### config.mk
export PLATFORM = sky130hd
export DESIGN_NAME = keypad_entry
export DESIGN_NICKNAME = d
export VERILOG_FILES = /design/src/rtl/keypad_pkg.sv /design/src/rtl/key_debounce.sv /design/src/rtl/keypad_entry.sv
export SDC_FILE = /design/constraint.sdc
export NUM_CORES = 1
export LEC_CHECK = 0
export ABC_AREA = 1
export BUFFER_PORTS_ARGS = -buffer_cell sky130_fd_sc_hd__buf_2
export CAP_MARGIN = 20
export CORE_UTILIZATION = 40
export DETAILED_ROUTE_END_ITERATION = 10
export HOLD_SLACK_MARGIN = 0.02
export PLACE_DENSITY = 0.56
export SLEW_MARGIN = 10
export SYNTH_ARGS = -nofsm -noshare
export SYNTH_HDL_FRONTEND = slang
export SYNTH_SLANG_ARGS = --single-unit
### constraint.sdc
create_clock -name clk -period 4.7 [get_ports clk]
set_clock_uncertainty 0.05 [all_clocks]
set_input_delay 0.235 -clock clk [delete_from_list [all_inputs] [get_ports clk]]
set_output_delay 0.235 -clock clk [all_outputs]
set_load 0.02 [all_outputs]
### src/rtl/keypad_pkg.sv
// Shared key-code constants and debounce FSM state type for the keypad entry path.
package keypad_pkg;

  localparam int unsigned KEY_CODE_W = 8;
  localparam logic [KEY_CODE_W-1:0] KEY_NONE = 8'd10;
  localparam logic [KEY_CODE_W-1:0] KEY_MAX_DIGIT = 8'd9;

  typedef enum logic [1:0] {
    IDLE,
    DEBOUNCE,
    HELD,
    RELEASE
  } key_state_e;

endpackage

### src/rtl/key_debounce.sv
// Two-flop synchroniser plus press/release debounce FSM; emits one accept per keystroke.
module key_debounce
  import keypad_pkg::*;
#(
  parameter int unsigned STABLE_CYCLES = 4
) (
  input  logic                  clk,
  input  logic                  reset,
  input  logic [KEY_CODE_W-1:0] numero,
  output logic                  accept,
  output logic [3:0]            code
);

  localparam logic [7:0] LAST = 8'(STABLE_CYCLES - 1);

  logic [KEY_CODE_W-1:0] sync_meta;
  logic [KEY_CODE_W-1:0] sync;
  logic [3:0]            candidate;
  logic [7:0]            cnt;
  key_state_e            state;
  logic                  is_digit;
  logic                  same_key;

  assign is_digit = (sync <= KEY_MAX_DIGIT);
  // Only meaningful when is_digit, so the upper code bits are already known zero.
  assign same_key = (sync[3:0] == candidate);

  always_ff @(posedge clk or posedge reset) begin
    if (reset) begin
      sync_meta <= KEY_NONE;
      sync      <= KEY_NONE;
    end else begin
      sync_meta <= numero;
      sync      <= sync_meta;
    end
  end

  always_ff @(posedge clk or posedge reset) begin
    if (reset) begin
      state     <= IDLE;
      cnt       <= 8'd0;
      candidate <= 4'd0;
    end else begin
      case (state)
        IDLE: begin
          if (is_digit) begin
            candidate <= sync[3:0];
            cnt       <= 8'd1;
            state     <= DEBOUNCE;
          end
        end
        DEBOUNCE: begin
          if (!is_digit) begin
            state <= IDLE;
          end else if (same_key) begin
            if (cnt == LAST) state <= HELD;
            else             cnt   <= cnt + 8'd1;
          end else begin
            candidate <= sync[3:0];
            cnt       <= 8'd1;
          end
        end
        HELD: begin
          if (!is_digit) begin
            cnt   <= 8'd1;
            state <= RELEASE;
          end
        end
        RELEASE: begin
          if (is_digit)         state <= HELD;
          else if (cnt == LAST) state <= IDLE;
          else                  cnt   <= cnt + 8'd1;
        end
        default: state <= IDLE;
      endcase
    end
  end

  // Decoded so the entry register can act on the same edge the FSM enters HELD.
  assign accept = (state == DEBOUNCE) && is_digit && same_key && (cnt == LAST);
  assign code   = candidate;

endmodule

### src/rtl/keypad_entry.sv
// Keypad digit entry: debounced presses shifted into a BCD register with count/full/overflow.
module keypad_entry
  import keypad_pkg::*;
#(
  parameter int unsigned DIGITS        = 4,
  parameter int unsigned STABLE_CYCLES = 4,
  localparam int unsigned CNT_W        = $clog2(DIGITS + 1)
) (
  input  logic                  clk,
  input  logic                  reset,
  input  logic [KEY_CODE_W-1:0] numero,
  input  logic                  clear,
  output logic                  digit_valid,
  output logic [3:0]            digit,
  output logic [4*DIGITS-1:0]   valor,
  output logic [CNT_W-1:0]      count,
  output logic                  full,
  output logic                  overflow
);

  localparam logic [CNT_W-1:0] FULL_CNT = CNT_W'(DIGITS);

  logic                accept;
  logic [3:0]          code;
  logic [4*DIGITS-1:0] valor_next;

  key_debounce #(
    .STABLE_CYCLES(STABLE_CYCLES)
  ) u_debounce (
    .clk    (clk),
    .reset  (reset),
    .numero (numero),
    .accept (accept),
    .code   (code)
  );

  generate
    if (DIGITS == 1) begin : g_single
      assign valor_next = code;
    end else begin : g_shift
      assign valor_next = {valor[4*DIGITS-5:0], code};
    end
  endgenerate

  assign full = (count == FULL_CNT);

  always_ff @(posedge clk or posedge reset) begin
    if (reset) begin
      digit_valid <= 1'b0;
      digit       <= 4'd0;
      valor       <= '0;
      count       <= '0;
      overflow    <= 1'b0;
    end else begin
      digit_valid <= accept;
      overflow    <= 1'b0;
      if (accept) digit <= code;
      // clear beats a coincident accept: the digit is reported but not stored.
      if (clear) begin
        valor <= '0;
        count <= '0;
      end else if (accept) begin
        if (!full) begin
          valor <= valor_next;
          count <= count + CNT_W'(1);
        end else begin
          overflow <= 1'b1;
        end
      end
    end
  end

endmodule

# Word level (Yosys, flattened, before mapping)
# Index checks and enable logic that the tools add are counted.
# word_totals
regBits	55
inputBits	11
output_inout_bits	26
wordCells	66
# op_classes
add_sub_neg	2
n_lt_le_gt_ge	1
n_eq_ne	15
n_mux	28
n_reduce_logical	10
# ops
cell	count
2-to-1 mux 16 bit	3
2-to-1 mux 8 bit	6
case mux 8 bit (4 select lines)	1
2-to-1 mux 2 bit	7
2-to-1 mux 4 bit	3
2-to-1 mux 3 bit	3
adder 8 x 1 -> 8 bit (second input constant)	1
equality test 8 x 2 -> 1 bit (second input constant)	1
less-or-equal comparator 8 x 4 -> 1 bit (second input constant)	1
!= test 2 bit (second input constant)	4
case mux 2 bit (4 select lines)	1
case mux 4 bit (2 select lines)	1
AND reduction 4 bit	2
!= test 3 bit (second input constant)	2
AND reduction 5 bit	1
equality test 2 bit (second input constant)	2
equality test 4 bit	1
!= test 2 x 1 -> 1 bit (second input constant)	2
nonzero test 2 bit	2
adder 3 x 1 -> 3 bit (second input constant)	1
equality test 3 bit (second input constant)	1
logical AND 1 bit	3
2-to-1 mux 1 bit	3
!= test 3 x 1 -> 1 bit (second input constant)	1
other kinds (3)	3

# Depth between registers and ports, before layout
# Gate-level depths: netlist of run 1.
# logic_depth
word_depth	6
ltp_mapped	11
mapped_depth_nobuf	10

# Modules after synthesis
# From an unflattened synthesis of run 1, not the netlist that was laid out.
# unflattened
cells_unflattened	281
area_unflattened_um2	2474.9
# by_module_without_submodules
module	instances	cells_per_inst	area_each_um2	seq_area_each_um2
key_debounce	1	162	1430.1	755.7
keypad_entry	1	119	1044.8	625.6

# Least setup slack after synthesis of run 1
# No wires, ideal clock.
# synth_path
kind	reg-to-reg
startpoint	register count[0]
endpoint	register valor[4]
setup_ps	66
arrival_ps	1614
t_required_ps	4584
slack_ps	2971
path_stages_with_launch	9
path_buffers	1
period_less_slack_ps	1729
path_cell_list	dfrtp_1 -> inv_1 -> ha_1 -> nand2_2 -> inv_1 -> nor2_2 -> buf_2 -> nand3_1 -> nand2_1
# synth_via
elab_chain_len	3
# synth_rtl
element	line	text
from (decl)	keypad_entry.sv:16	output logic [CNT_W-1:0] count,
from (signal assigned)	keypad_entry.sv:65	count <= count + CNT_W'(1);
equality test 3 bit	keypad_entry.sv:45	assign full = (count == FULL_CNT);
via full	keypad_entry.sv:17	output logic full,
!= test 2 bit (no line)	--	
AND reduction 2 bit (no line)	--	
to (signal assigned)	keypad_entry.sv:64	valor <= valor_next;
to (decl)	keypad_entry.sv:15	output logic [4*DIGITS-1:0] valor,
# The timed path passes the listed nets, and every way through them passes these cells.
# A chain may end at the register's enable or synchronous reset.

# Final worst setup path of run 1
# layout_path
startpoint	register u_debounce.cnt[0]
endpoint	register digit[3]
# layout_via
elab_chain_len	2
# layout_rtl
element	line	text
from (decl)	key_debounce.sv:19	logic [7:0] cnt;
from (signal assigned)	key_debounce.sv:57	else cnt <= cnt + 8'd1;
from (signal assigned)	key_debounce.sv:72	else cnt <= cnt + 8'd1;
equality test 8 x 2 -> 1 bit	key_debounce.sv:80	assign accept = (state == DEBOUNCE) && is_digit && same_key && (cnt == LAST);
logical AND 1 bit	key_debounce.sv:80	
to (signal assigned)	keypad_entry.sv:57	if (accept) digit <= code;
to (decl)	keypad_entry.sv:14	output logic [3:0] digit,
# Every way passes these cells.

==> summary.md, run 1 <==
Global routing consumed, over all layers together, 16.0% of the routing resources. Including well taps, the total number of placed cells is 383. The post-synthesis sequential element count was 55.

The number of hold-slack violations in the final timing report was 0. First-pass iteration count of the detailed router: 4. The clock net in this run drives a total of 55 sinks. The largest individual stage delay along the critical path comes from the cell sky130_fd_sc_hd__nor2_2.

Setup total negative slack on the finished layout was measured at 0 ps. The logs give 1846 for the overall via count from detail_route and 292 for the post-synthesis net count. The most frequently used cell type in the post-synthesis netlist was sky130_fd_sc_hd__nand2_1.

The tools report the clock tree root driver cell as sky130_fd_sc_hd__clkbuf_8. The later-pin clock latency in the skew report was 300 ps; the required arrival time at the worst endpoint was 4840 ps. Dividing the detail-routed via count by the number of cells gives 4.64. Largest voltage drop on the vdd net: 0.164 mV. Cell internal power was estimated by the tool at 673 µW. Gates resized during post-CTS repair numbered 0. For this design the total switching power over the nets is 294 µW. Of the total power, combinational logic draws 18.6%. Clock-pin slew was measured on the worst setup and hold paths at 100 ps. For this design the top-level I/O count stands at 37. The number of instances in the synthesized netlist was 278.

The destination of the worst register-to-register timing path is digit[3]. The part of the power in the clock network was 25.4%. By startpoint and endpoint, the worst setup path is classified as flip-flop to flip-flop. The tools report the worst-case headroom to the max-slew limit as 42.9%. Setup violations remaining at the end of the flow were counted as 0. Across the run, the number of max-cap violations was 0. The clock period minus final worst setup slack came out at 2200 ps. Setup repair after global routing left no endpoint under its margin. The tools report the count of unresolved DRC violations after routing as 0. Ranked by total cell area, the synthesized netlist is headed by sky130_fd_sc_hd__dfrtp_1 (51%), sky130_fd_sc_hd__nand2_1 (12%), sky130_fd_sc_hd__nand3_1 (6.7%), sky130_fd_sc_hd__nand3_2 (4.4%), sky130_fd_sc_hd__dfstp_2 (4.2%).

The worst setup path is captured at a flip-flop. The synthesized design devotes to its leading area cell type 51.4% of total area. Static timing analysis puts the maximum clock frequency at 456 MHz. The number of I/O port buffers was 36; the minimum setup slack among reg-to-reg paths was 2500 ps.

The run gives 0 as the Yosys warning count. The maximum fanout along the worst path is 21. The fraction of the cycle the final worst path needs was 46.7%.

The finished layout holds 398 standard cells, fillers aside. The first global-routing pass estimated 7960 µm of wire. STA classifies the critical path startpoint as a flip-flop. Ranked by instance count, the synthesized netlist is headed by sky130_fd_sc_hd__nand2_1 (82), sky130_fd_sc_hd__dfrtp_1 (51), sky130_fd_sc_hd__nand3_1 (33), sky130_fd_sc_hd__inv_1 (26), sky130_fd_sc_hd__nor2_1 (18). The count of cells along the worst register-to-register path works out to 8. The number of setup buffers added after CTS is 0. Counting flops with a built-in enable in the synthesized netlist gives 0.

The tools report the sum of internal, switching and leakage power as 967 µW. For the worst path arrival time, the log shows 2340 ps. In the global route stage, met3 resource usage came out at 3.48%.

The width of the die came out at 80.8 µm. Leading register cell type out of synthesis: sky130_fd_sc_hd__dfrtp_1. After the first detailed-routing iteration, the DRC count stood at 101. The synthesized netlist occupies a cell area of 2480 µm².

Met1 usage in global routing: 21.2%. Among the stages of the critical path, the cell type that occurs most often is sky130_fd_sc_hd__nor2_2. Compared with the post-synthesis result, the final layout area differs by 15.8%. The power per unit of standard cell area was 337 nW/µm². The cell class contributing the biggest share of worst-path delay was simple AND/OR/NAND/NOR gates. The initial antenna violation count is 0, and the starting density of the core is 41.7%.

The maximum number of pins on one net before global-route repair was 56. The placement row count came out at 28. For the pin with the worst max-slew slack, the measured transition is 856 ps. The vertical die dimension works out to 80.8 µm. The post-route antenna net violation count is 0.

The reg-to-reg critical path startpoint was u_debounce.cnt[0]. Dividing the detail-routed wire length by the instance count gives 11.4 µm. The longest clock path from root to sink contains 2 buffers. Clock tree synthesis inserted a total of 5 buffers. The run gives 48.3% as the utilization of the core after routing. Power share of the sequential group: 56.0%. For met2 alone, demand over resource in global routing was 26.2%. The number of global-route vias before repair came out at 1758. TritonCTS built the clock tree. Class of the tightest hold or removal check: input port to async pin. The wire-length estimate of the detail-placed layout is 3020 µm. The net count of the finished layout is 337.

The number of hold-repair buffers added at the cts stage was 8. The repair_antennas step left the layout with diodes totalling 0. The layer with the highest usage was met2. Sequential elements use 55.7% of the synthesized area. After synthesis, the share of flip-flops with an asynchronous set or reset is 100%.

In this design, the stage delay of the slowest critical-path cell is 620 ps. The buffer and inverter count on the worst path is 1. For the worst slack at placement, the log shows 2450 ps. Layout cell share with drive strength beyond 1: 24.1%. In this run the mean area of a mapped cell was 8.92 µm².

The area inside the core boundary came out at 5960 µm². The number of distinct library cell variants in the gate-level netlist after synthesis is 24. The congestion estimate from routability-driven global placement came to 0.805. Traced cell by cell, the critical path runs through ha_1, nand3_1, nor2_2, nand3_2, nor2_2, inv_2, nand2_1, o21ai_1. The biggest area contributor in the post-synthesis netlist is sky130_fd_sc_hd__dfrtp_1.

The tools report the final number of max-transition violations as 0. The run finished with clean final reports. In this run switching power makes up 30.4% of total power. The worst setup margin is 2500 ps, and the total number of H-tree levels is 2. The die area is 6520 µm², and the total wire length after detailed routing is 4530 µm. The run gives 0.00154 µW as the leakage power summed over all cells. The overflow left after global routing came out at 0.
[flip-flops by register name, summed over array words and instances, names as in the netlist, named ones only]
| register | flops |
|---|---|
| overflow | 1 |
| u_debounce.code | 4 |
| u_debounce.sync | 8 |
| digit_valid | 1 |
| digit | 4 |
| count | 3 |
| u_debounce.cnt | 8 |
| valor | 16 |
| u_debounce.sync_meta | 8 |
| u_debounce.state | 1 |
[tightest hold or removal path: stages]
cell	delay (ps)
sky130_fd_sc_hd__buf_2	100
sky130_fd_sc_hd__inv_2	30
sky130_fd_sc_hd__buf_4	550
[through the flow]
stage / hold slack, ps / instance area (µm²)
2_1_floorplan: 189 / 2480
3_3_place_gp: 282 / 2710
3_5_place_dp: 285 / 2710
4_1_cts: 78.7 / 2870
5_1_grt: 97.0 / 2870
6_report: 63.1 / 2870
[worst max-delay path by stage]
stage / from / endpoint / slack [ps] / cells after the start
after detailed placement: u_debounce.cnt[0] / digit[0] / 2450 / 8
final: u_debounce.cnt[0] / digit[3] / 2500 / 8
after floorplan: count[0] / valor[4] / 2970 / 8
after global routing: u_debounce.cnt[0] / digit[0] / 2250 / 8
after CTS: u_debounce.cnt[0] / digit[0] / 2450 / 8
after global placement: u_debounce.cnt[0] / digit[0] / 2510 / 8
[routing by layer]
metal / vias up / wire length, µm / part of all wire [%]
met1: 834 / 2240 / 49
met5: - / 0 / 0
li1: 968 / - / -
met2: 39 / 2060 / 46
met4: 0 / 52 / 1.1
met3: 5 / 176 / 3.9
[kinds of logic (layout without fill, tap and decap cells)]
group / after synthesis / after routing / share of synthesized area, %
compound gates: 14 / 14 / 2.97
xor+xnor: 2 / 2 / 0.706
flops: 55 / 55 / 55.7
buf+inv: 40 / 85 / 6.96
simple gates: 164 / 164 / 32.2
fa+ha+maj: 3 / 3 / 1.51
[area by class of cell]
type | count | area (µm²)
Multi-Input combinational cell | 183 | 927
Clock buffer | 6 | 72.6
Inverter | 33 | 124
Timing Repair Buffer | 45 | 268
Clock inverter | 1 | 7.51
Sequential cell | 55 | 1380
Tap cell | 75 | 93.8
Fill cell | 599 | 3080
[power groups by stage]
stage          combinational [µW]  clock [µW]  sequential [µW]
4_1_cts                       183         260              542
5_1_grt                       213         274              547
3_3_place_gp                  178           0              551
2_1_floorplan                 146           0              544
3_5_place_dp                  177           0              551
6_report                      180         246              542
[cells in the final DEF (no fill, tap or decap)]
cell type	instances
sky130_fd_sc_hd__nand3_2	11
sky130_fd_sc_hd__o21ai_0	5
sky130_fd_sc_hd__nor2_4	3
sky130_fd_sc_hd__a21oi_1	1
sky130_fd_sc_hd__nand3_4	1
sky130_fd_sc_hd__nor2_1	18
sky130_fd_sc_hd__o21ai_1	7
sky130_fd_sc_hd__dfrtp_1	51
sky130_fd_sc_hd__buf_2	36
sky130_fd_sc_hd__nand2_2	4
sky130_fd_sc_hd__xor2_1	2
sky130_fd_sc_hd__nand4_1	4
sky130_fd_sc_hd__clkbuf_8	5
sky130_fd_sc_hd__ha_1	3
sky130_fd_sc_hd__clkbuf_1	1
sky130_fd_sc_hd__inv_1	25
sky130_fd_sc_hd__o21ai_2	1
sky130_fd_sc_hd__nor2_2	3
sky130_fd_sc_hd__dlygate4sd3_1	8
sky130_fd_sc_hd__nor3_1	4
sky130_fd_sc_hd__inv_2	8
sky130_fd_sc_hd__buf_4	1
sky130_fd_sc_hd__dfstp_2	4
sky130_fd_sc_hd__nand2_1	82
sky130_fd_sc_hd__nand3b_1	1
sky130_fd_sc_hd__nand3_1	33
sky130_fd_sc_hd__clkinvlp_4	1
No activity file was read; power rests on OpenSTA's default activity.
==> inputs of run 2 (changes only) <==
- ABC_AREA: 1 -> 0
- PLACE_DENSITY: 0.56 -> 0.57
- clock period: 4.7 -> 2.05 ns (I/O delays scaled with it)
==> run 2 against run 1 <==
Effect of this change: the flow now finishes with violations (negative setup slack); clock power increased to 2.9 times the previous value; non-clock buffer count up 17; clock-buffer cell count did not move; synthesized area down 8.7%; largest cell class unchanged.
==> summary.md, run 2 <==
The final reports fail on negative setup slack. The register with the most flip-flops in the layout has 16 of them. Clock-pin slew was measured on the worst setup and hold paths at 100 ps. In this run the tool buffered the top-level ports with 36 buffer cells. Across the run, the number of max-cap violations was 0. The placement row count came out at 27. Setup total negative slack on the finished layout was measured at -179 ps. Compared with the post-synthesis result, the final layout area differs by 27.4%. The run finished, with violations left.

For the number of hold-slack violations in the final timing report, the log shows 0. Data on the critical path is required at its endpoint by 2180 ps. CTS placed an instance of sky130_fd_sc_hd__clkbuf_8 at the clock tree root. The worst hold path belongs to the class input port to flip-flop.

The multi-input combinational cells in the finished layout cover a total of 858 µm². At the end of the flow, the number of nets in the layout was 253. The share of async-settable or async-resettable flops after synthesis was 100%; the area inside the core boundary was 5470 µm². Across all layers, the routed design uses 1540 vias. The sequential cell area was 1380 µm². TritonCTS built the clock tree. The kind of critical path was flip-flop to flip-flop.

The tools report the Yosys warning count as 0. Cells fill 52.8% of the core in the end. For the total half-perimeter wirelength after legalization and detailed placement, the log shows 2870 µm. The buffer and inverter count on the worst path works out to 1.

The number of nets handed over by synthesis was 191. Number of enable-type register cells in the synthesized netlist: 0. Most frequently used cell type in the post-synthesis netlist: sky130_fd_sc_hd__dfrtp_1. The die is 77.3 µm tall. The logs give 2270 µm² for the cell area after synthesis and 300 ps for the later-pin clock latency in the skew report.

The wire length of the first global-routing pass is 7180 µm, and the maximum number of pins on one net before global-route repair is 56. Wires add up to 4210 µm. Measured along the x axis, the die boundary spans 77.3 µm. During I/O placement, the number of pins put on the boundary was 37. Setup violations remaining at the end of the flow were counted as 12.

STA classifies the critical path endpoint as a flip-flop. The run gives 177 as the number of instances in the synthesized netlist. The floorplan step defined a die boundary enclosing 5970 µm².

Power spread over the standard cell area amounts to 787 nW/µm². Among all stages on the critical path, the largest delay is contributed by sky130_fd_sc_hd__or4b_4. For this run, the number of standard cells in the final layout without fillers is 312. Static timing analysis puts the maximum clock frequency at 478 MHz. The kind of start point of the critical path is a flip-flop. The first-pass iteration count of the detailed router is 4. The signal on the critical path passes through ha_2, or4b_4, nor4_4, and3_4, buf_6, and4b_1, nor3_1. The initial antenna violation count came out at 0. In the routed layout, each cell is associated on average with a via count of 4.94. The area fraction of the dominant cell type after synthesis is 56.3%, and the count of unresolved DRC violations after routing is 0.

Counting every sink on the clock net gives 55. The overall track demand over capacity in global routing came out at 15.2%. In this run, synthesis produced a sequential element count of 55. Setup repair after global routing could not meet its margin everywhere. In this run the worst path has a maximum fanout of 5. The run gives 5 as the number of CTS-inserted buffers. The post-route netlist has 35.4% of its cells at a drive strength greater than 1. Once placement completed, the tool counted placed cells totaling 293.

Critical path's largest stage delay: 490 ps. The run gives 0 as the count of inserted antenna diode cells. The worst path arrival time was 2220 ps.

For the maximum buffer depth of the clock tree, the log shows 2. The most used flip-flop cell after synthesis is sky130_fd_sc_hd__dfrtp_1. Register with the most flip-flops: valor. Among cell families on the critical path, the largest total delay comes from simple AND/OR/NAND/NOR gates. By count the netlist is led by sky130_fd_sc_hd__dfrtp_1 (51), sky130_fd_sc_hd__nor2_1 (21), sky130_fd_sc_hd__mux2i_1 (18), sky130_fd_sc_hd__nand2_1 (13), sky130_fd_sc_hd__mux2_2 (8). The sum of internal, switching and leakage power is 2270 µW, and the synthesized area per cell is 12.8 µm². The overflow left after global routing was 0; the detail-routed net length per standard cell was 13.5 µm.

The filler cells instantiated in the layout total 510. The starting density of the core was 41.4%; the total number of H-tree levels was 2. Ranked by total cell area, the synthesized netlist is headed by sky130_fd_sc_hd__dfrtp_1 (56%), sky130_fd_sc_hd__mux2i_1 (8.0%), sky130_fd_sc_hd__dfstp_2 (4.6%), sky130_fd_sc_hd__mux2_2 (4.0%), sky130_fd_sc_hd__nor2_1 (3.5%). The sequential fraction of the synthesis area is 61.0%.

The top cell types in the final layout, fill and taps aside, are sky130_fd_sc_hd__dfrtp_1 (51), sky130_fd_sc_hd__buf_2 (36), sky130_fd_sc_hd__nor2_1 (21), sky130_fd_sc_hd__mux2i_1 (18), sky130_fd_sc_hd__buf_4 (14). The worst pin sits at a relative slew slack of 77.2%. The worst path needs 2090 ps of the cycle, external delays included. The number of global-route vias before repair is 1572.

The tools report the worst setup margin as -42.6 ps. The run gives 38 as the number of distinct library cell variants in the gate-level netlist after synthesis. The run gives 0.486 mV as the largest voltage drop on the vdd net. The leading cell type in the layout, fill and taps excluded was sky130_fd_sc_hd__dfrtp_1. Library cell with the largest summed area after synthesis: sky130_fd_sc_hd__dfrtp_1. The final number of max-transition violations came out at 0.

Of the available clock period, the critical path in the final layout requires 102%. The detailed router finished its first iteration with 78 violations. The leakage power summed over all cells came out at 0.00149 µW. Once detail routing completed, the nets flagged for antenna violations numbered 0. The pin slew with the least headroom to its limit is 343 ps. The final weighted congestion in routability-driven placement was 0.775.
==> run 2: cell types whose count changed after synthesis, sizes merged, moves of 3 or more <==
cell,before,now
buf,7,4
clkbuf,0,3
inv,33,6
mux2,0,8
mux2i,0,18
nand2,86,13
nand3,45,2
nand4,4,1
nor2,24,21
nor4,0,4
o21ai,13,2
o2bb2a,0,4
o41ai,0,4
xor2,2,5
==> run 2: cell type report <==
type	instances	area share (%)
Inverter	6	0.780
Clock buffer	6	2.86
Clock inverter	2	1.21
Timing Repair Buffer	62	14.5
Tap cell	72	3.12
Sequential cell	55	47.8
Multi-Input combinational cell	109	29.7
==> run 2: final timing paths <==
kind | from | to | slack (ps) | cells after the start
min in group asynchronous | reset | u_debounce.sync_meta[5] | 320 | 4
max | u_debounce.cnt[1] | count[2] | -40 | 7
min reg2reg | u_debounce.sync_meta[2] | u_debounce.sync[2] | 310 | 0
max reg2reg | u_debounce.cnt[1] | count[2] | -40 | 7
max in group asynchronous | reset | u_debounce.sync_meta[3] | 1340 | 4
min | clear | valor[6] | 130 | 2
==> run 2: cell families after synthesis <==
group                      Yosys count  share of synthesized area, %
adders and majority gates            3                          1.66
and+or+nand+nor                     53                          12.6
buffers and inverters               13                          3.09
AOI/OAI and AO/OA                   21                          7.45
DFF                                 55                          61.0
muxes                               26                          11.9
xor gates and xnor gates             6                          2.32
==> run 2: report_power, final <==
part	switching, µW	internal [µW]	total, µW
clock	328	395	723
sequential	51.0	1150	1200
combinational	156	197	353
==> run 2: what timing repair did <==
item                                    in CTS  in global routing
endpoints found under the setup margin      12                 31
pin swaps                                    0                  1
hold buffers                                 9                  0
buffers inserted                             1                  1
hold endpoints to repair                    59                  0
resized for setup                            4                  9
==> run 2: per-stage QoR <==
| step | worst slack [ps] | area [µm²] | hold slack (ps) |
|---|---|---|---|
| 6_report | -42.6 | 2890 | 131 |
| 5_1_grt | -142 | 2890 | 153 |
| 4_1_cts | -7.91 | 2850 | 127 |
| 3_5_place_dp | -88.7 | 2620 | 126 |
| 3_3_place_gp | -15.2 | 2620 | 117 |
| 2_1_floorplan | 35.5 | 2270 | 57.0 |
==> run 2: metal layers <==
layer / global-route usage [%] / vias up / share of wire [%] / wire length, µm
met5: 0 / - / 0 / 0
met3: 2.74 / 8 / 2.9 / 120
met4: 5.66 / 0 / 1.7 / 70
li1: - / 737 / - / -
met2: 26.2 / 30 / 50 / 2120
met1: 18.9 / 765 / 45 / 1900
==> inputs of run 3 (changes only) <==
- clock period: 2.05 -> 2.3 ns (I/O delays scaled with it)
==> run 3 against run 2 <==
Effect of this change: critical path type unchanged; largest cell class unchanged; critical endpoint is now u_debounce.cnt[7]; hold slack improved by 10 ps; sequential share of layout area rose by 2.1 points; core utilization fell by 2.2 points; final area fell by 4.1%; the flow now finishes without violations; total power fell by 15%.
==> summary.md, run 3 (synthesized netlist as in run 2, its figures left out) <==
The path class of the tightest hold or removal check is input port to flip-flop. Setup violations remaining at the end of the flow were counted as 0. The run gives 0.425 mV as the largest voltage drop on the vdd net.

At the end of routability-driven placement, the weighted congestion stood at 0.771. The flow ran to the end, and the final reports show no timing, DRC or antenna violations. In the final design database the tool counted 244 nets. The critical path goes through ha_2, or4b_4, nor4_1, o21bai_2, nor2_1, a22o_1. The floorplan step defined a die boundary enclosing 5970 µm².

From bottom edge to top edge, the die measures 77.3 µm. For the number of global-route vias before repair, the log shows 1566. The final number of max-transition violations is 0, and the power per unit of standard cell area is 698 nW/µm². Leading cell type in the layout, fill and taps excluded: sky130_fd_sc_hd__dfrtp_1.

The multi-input combinational cells in the finished layout cover a total of 822 µm². The total half-perimeter wirelength after legalization and detailed placement was 3000 µm. The tools report the category of the worst setup path capture point as a flip-flop. The initial antenna violation count is 0. The maximum fanout along the worst path works out to 7. Measured along the x axis, the die boundary spans 77.3 µm. Clock tree synthesis found a total of 55 sinks. Buffers placed on the I/O ports in this run total 36. The required arrival time at the worst endpoint was 2450 ps. The critical path's largest stage delay was 490 ps.

TritonCTS built the clock tree. OpenSTA, run right after detailed placement, puts the worst setup slack at 64.2 ps. The number of hold-slack violations in the final timing report came out at 0. STA puts the critical path data arrival time at 2300 ps.

The clock passes through at most 2 buffers. After clock tree synthesis, the clock-pin slew on the worst setup and hold paths is 100 ps. Entering global routing, the biggest net connects 33 pins. The number of clock buffers added by TritonCTS is 5. Summed over all failing endpoints, the final setup total negative slack is 0 ps. In the global route stage, overall resource usage came out at 16.0%. The count of unresolved DRC violations after routing is 0, and the number of setup buffers added after CTS is 0. For the pin with the worst max-slew slack, the measured transition is 642 ps. Power comes to 1930 µW. After the first detailed-routing iteration, the DRC count stood at 68. For the post-route antenna net violation count, the log shows 0. The tool flagged a number of max-cap violations equal to 0. The tools report the total wire length after detailed routing as 4330 µm.

The worst-path cell with the longest stage delay was sky130_fd_sc_hd__or4b_4. The placement row count was 27; the fraction of the cycle the final worst path needs was 93.4%. The critical path contains buffers and inverters numbering 0 combined. The tools report the worst setup margin as 152 ps. The area growth from synthesis to layout is 22.2%. The run gives 7470 µm as the wire length of the first global-routing pass. The total number of H-tree levels came out at 2. The sequential cell area was 1380 µm²; the number of top-level design ports was 37. Among cell families on the critical path, the largest total delay comes from simple AND/OR/NAND/NOR gates. The number of antenna diodes in the final layout is 0. For this block, the via count after detailed routing is 1510.

The overflow left after global routing is 0. Setup repair after global routing left no endpoint under its margin. The register with the most flip-flops in the layout has 16 of them. The register with the most flip-flops in the final layout is valor. Dividing the detail-routed wire length by the instance count gives 14.3 µm. The worst path needs 2150 ps of the cycle, external delays included. The number of inserted filler cells in the final layout was 505; the starting density of the core was 41.4%. Dividing the detail-routed via count by the number of cells gives 4.98.

The kind of critical path is flip-flop to flip-flop. In this run the tightest slew margin relative to its limit is 57.1%. The root buffer cell chosen for the clock tree is sky130_fd_sc_hd__clkbuf_8. The pre-antenna-repair detailed-routing pass consisted of 4 iterations.

In the layout the commonest cells are sky130_fd_sc_hd__dfrtp_1 (51), sky130_fd_sc_hd__buf_2 (36), sky130_fd_sc_hd__nor2_1 (21), sky130_fd_sc_hd__mux2i_1 (18), sky130_fd_sc_hd__nand2_1 (13). Timing would allow up to 466 MHz. Clock latency on the worst-skew pair, taken at its later pin, is 300 ps.

The layout cell share with drive strength beyond 1 is 31.2%, and the leakage power summed over all cells is 0.00143 µW. The total area inside the core boundary comes to 5470 µm². The kind of start point of the critical path was a flip-flop.
==> run 3: path summary, 6_finish.rpt <==
| path | startpoint | endpoint | slack, ps | cells past startpoint |
|---|---|---|---|---|
| worst max-delay path | u_debounce.cnt[0] | u_debounce.cnt[7] | 150 | 6 |
| worst min-delay path | clear | valor[14] | 140 | 2 |
| worst max register to register | u_debounce.cnt[0] | u_debounce.cnt[7] | 150 | 6 |
| worst min register to register | u_debounce.sync_meta[7] | u_debounce.sync[7] | 300 | 0 |
| max in group asynchronous | reset | valor[0] | 1180 | 4 |
| min in group asynchronous | reset | u_debounce.sync_meta[5] | 390 | 3 |
==> run 3: cell type report <==
type,instances,area share [%]
inverters,6,0.813
multi-input cells,109,29.7
flip-flops and latches,55,49.9
clock buffers,6,2.62
repair buffers,53,12.4
clock inverters,2,1.36
well taps,72,3.25
==> run 3: repair_timing <==
item	CTS	global route
resized for setup	0	3
setup endpoints to repair	0	24
endpoints found under the hold margin	34	0
hold buffers	9	0
==> run 3: metal layers <==
layer | track usage (%) | vias to the layer above | share of wire, %
met1 | 20.9 | 749 | 46
met5 | 0 | - | 0
met3 | 3.45 | 7 | 2.9
met2 | 25.8 | 32 | 49
met4 | 6.23 | 0 | 1.6
li1 | - | 722 | -
==> run 3: power breakdown <==
group          leakage (µW)  total [µW]  internal [µW]  switching, µW
combinational      0.000662         232            115            118
sequential         0.000715        1070           1020           47.2
clock             0.0000514         631            325            306
==> run 3: metrics by stage <==
| step | util, % | cell area, µm² | instances | hold WS, ps |
|---|---|---|---|---|
| 5_1_grt | 50.6 | 2770 | 303 | 155 |
| 6_report | 50.6 | 2770 | 303 | 141 |
| 2_1_floorplan | - | 2270 | 177 | 69.5 |
| 3_5_place_dp | 46.8 | 2560 | 286 | 173 |
| 4_1_cts | 50.5 | 2760 | 303 | 131 |
| 3_3_place_gp | 46.8 | 2560 | 286 | 171 |
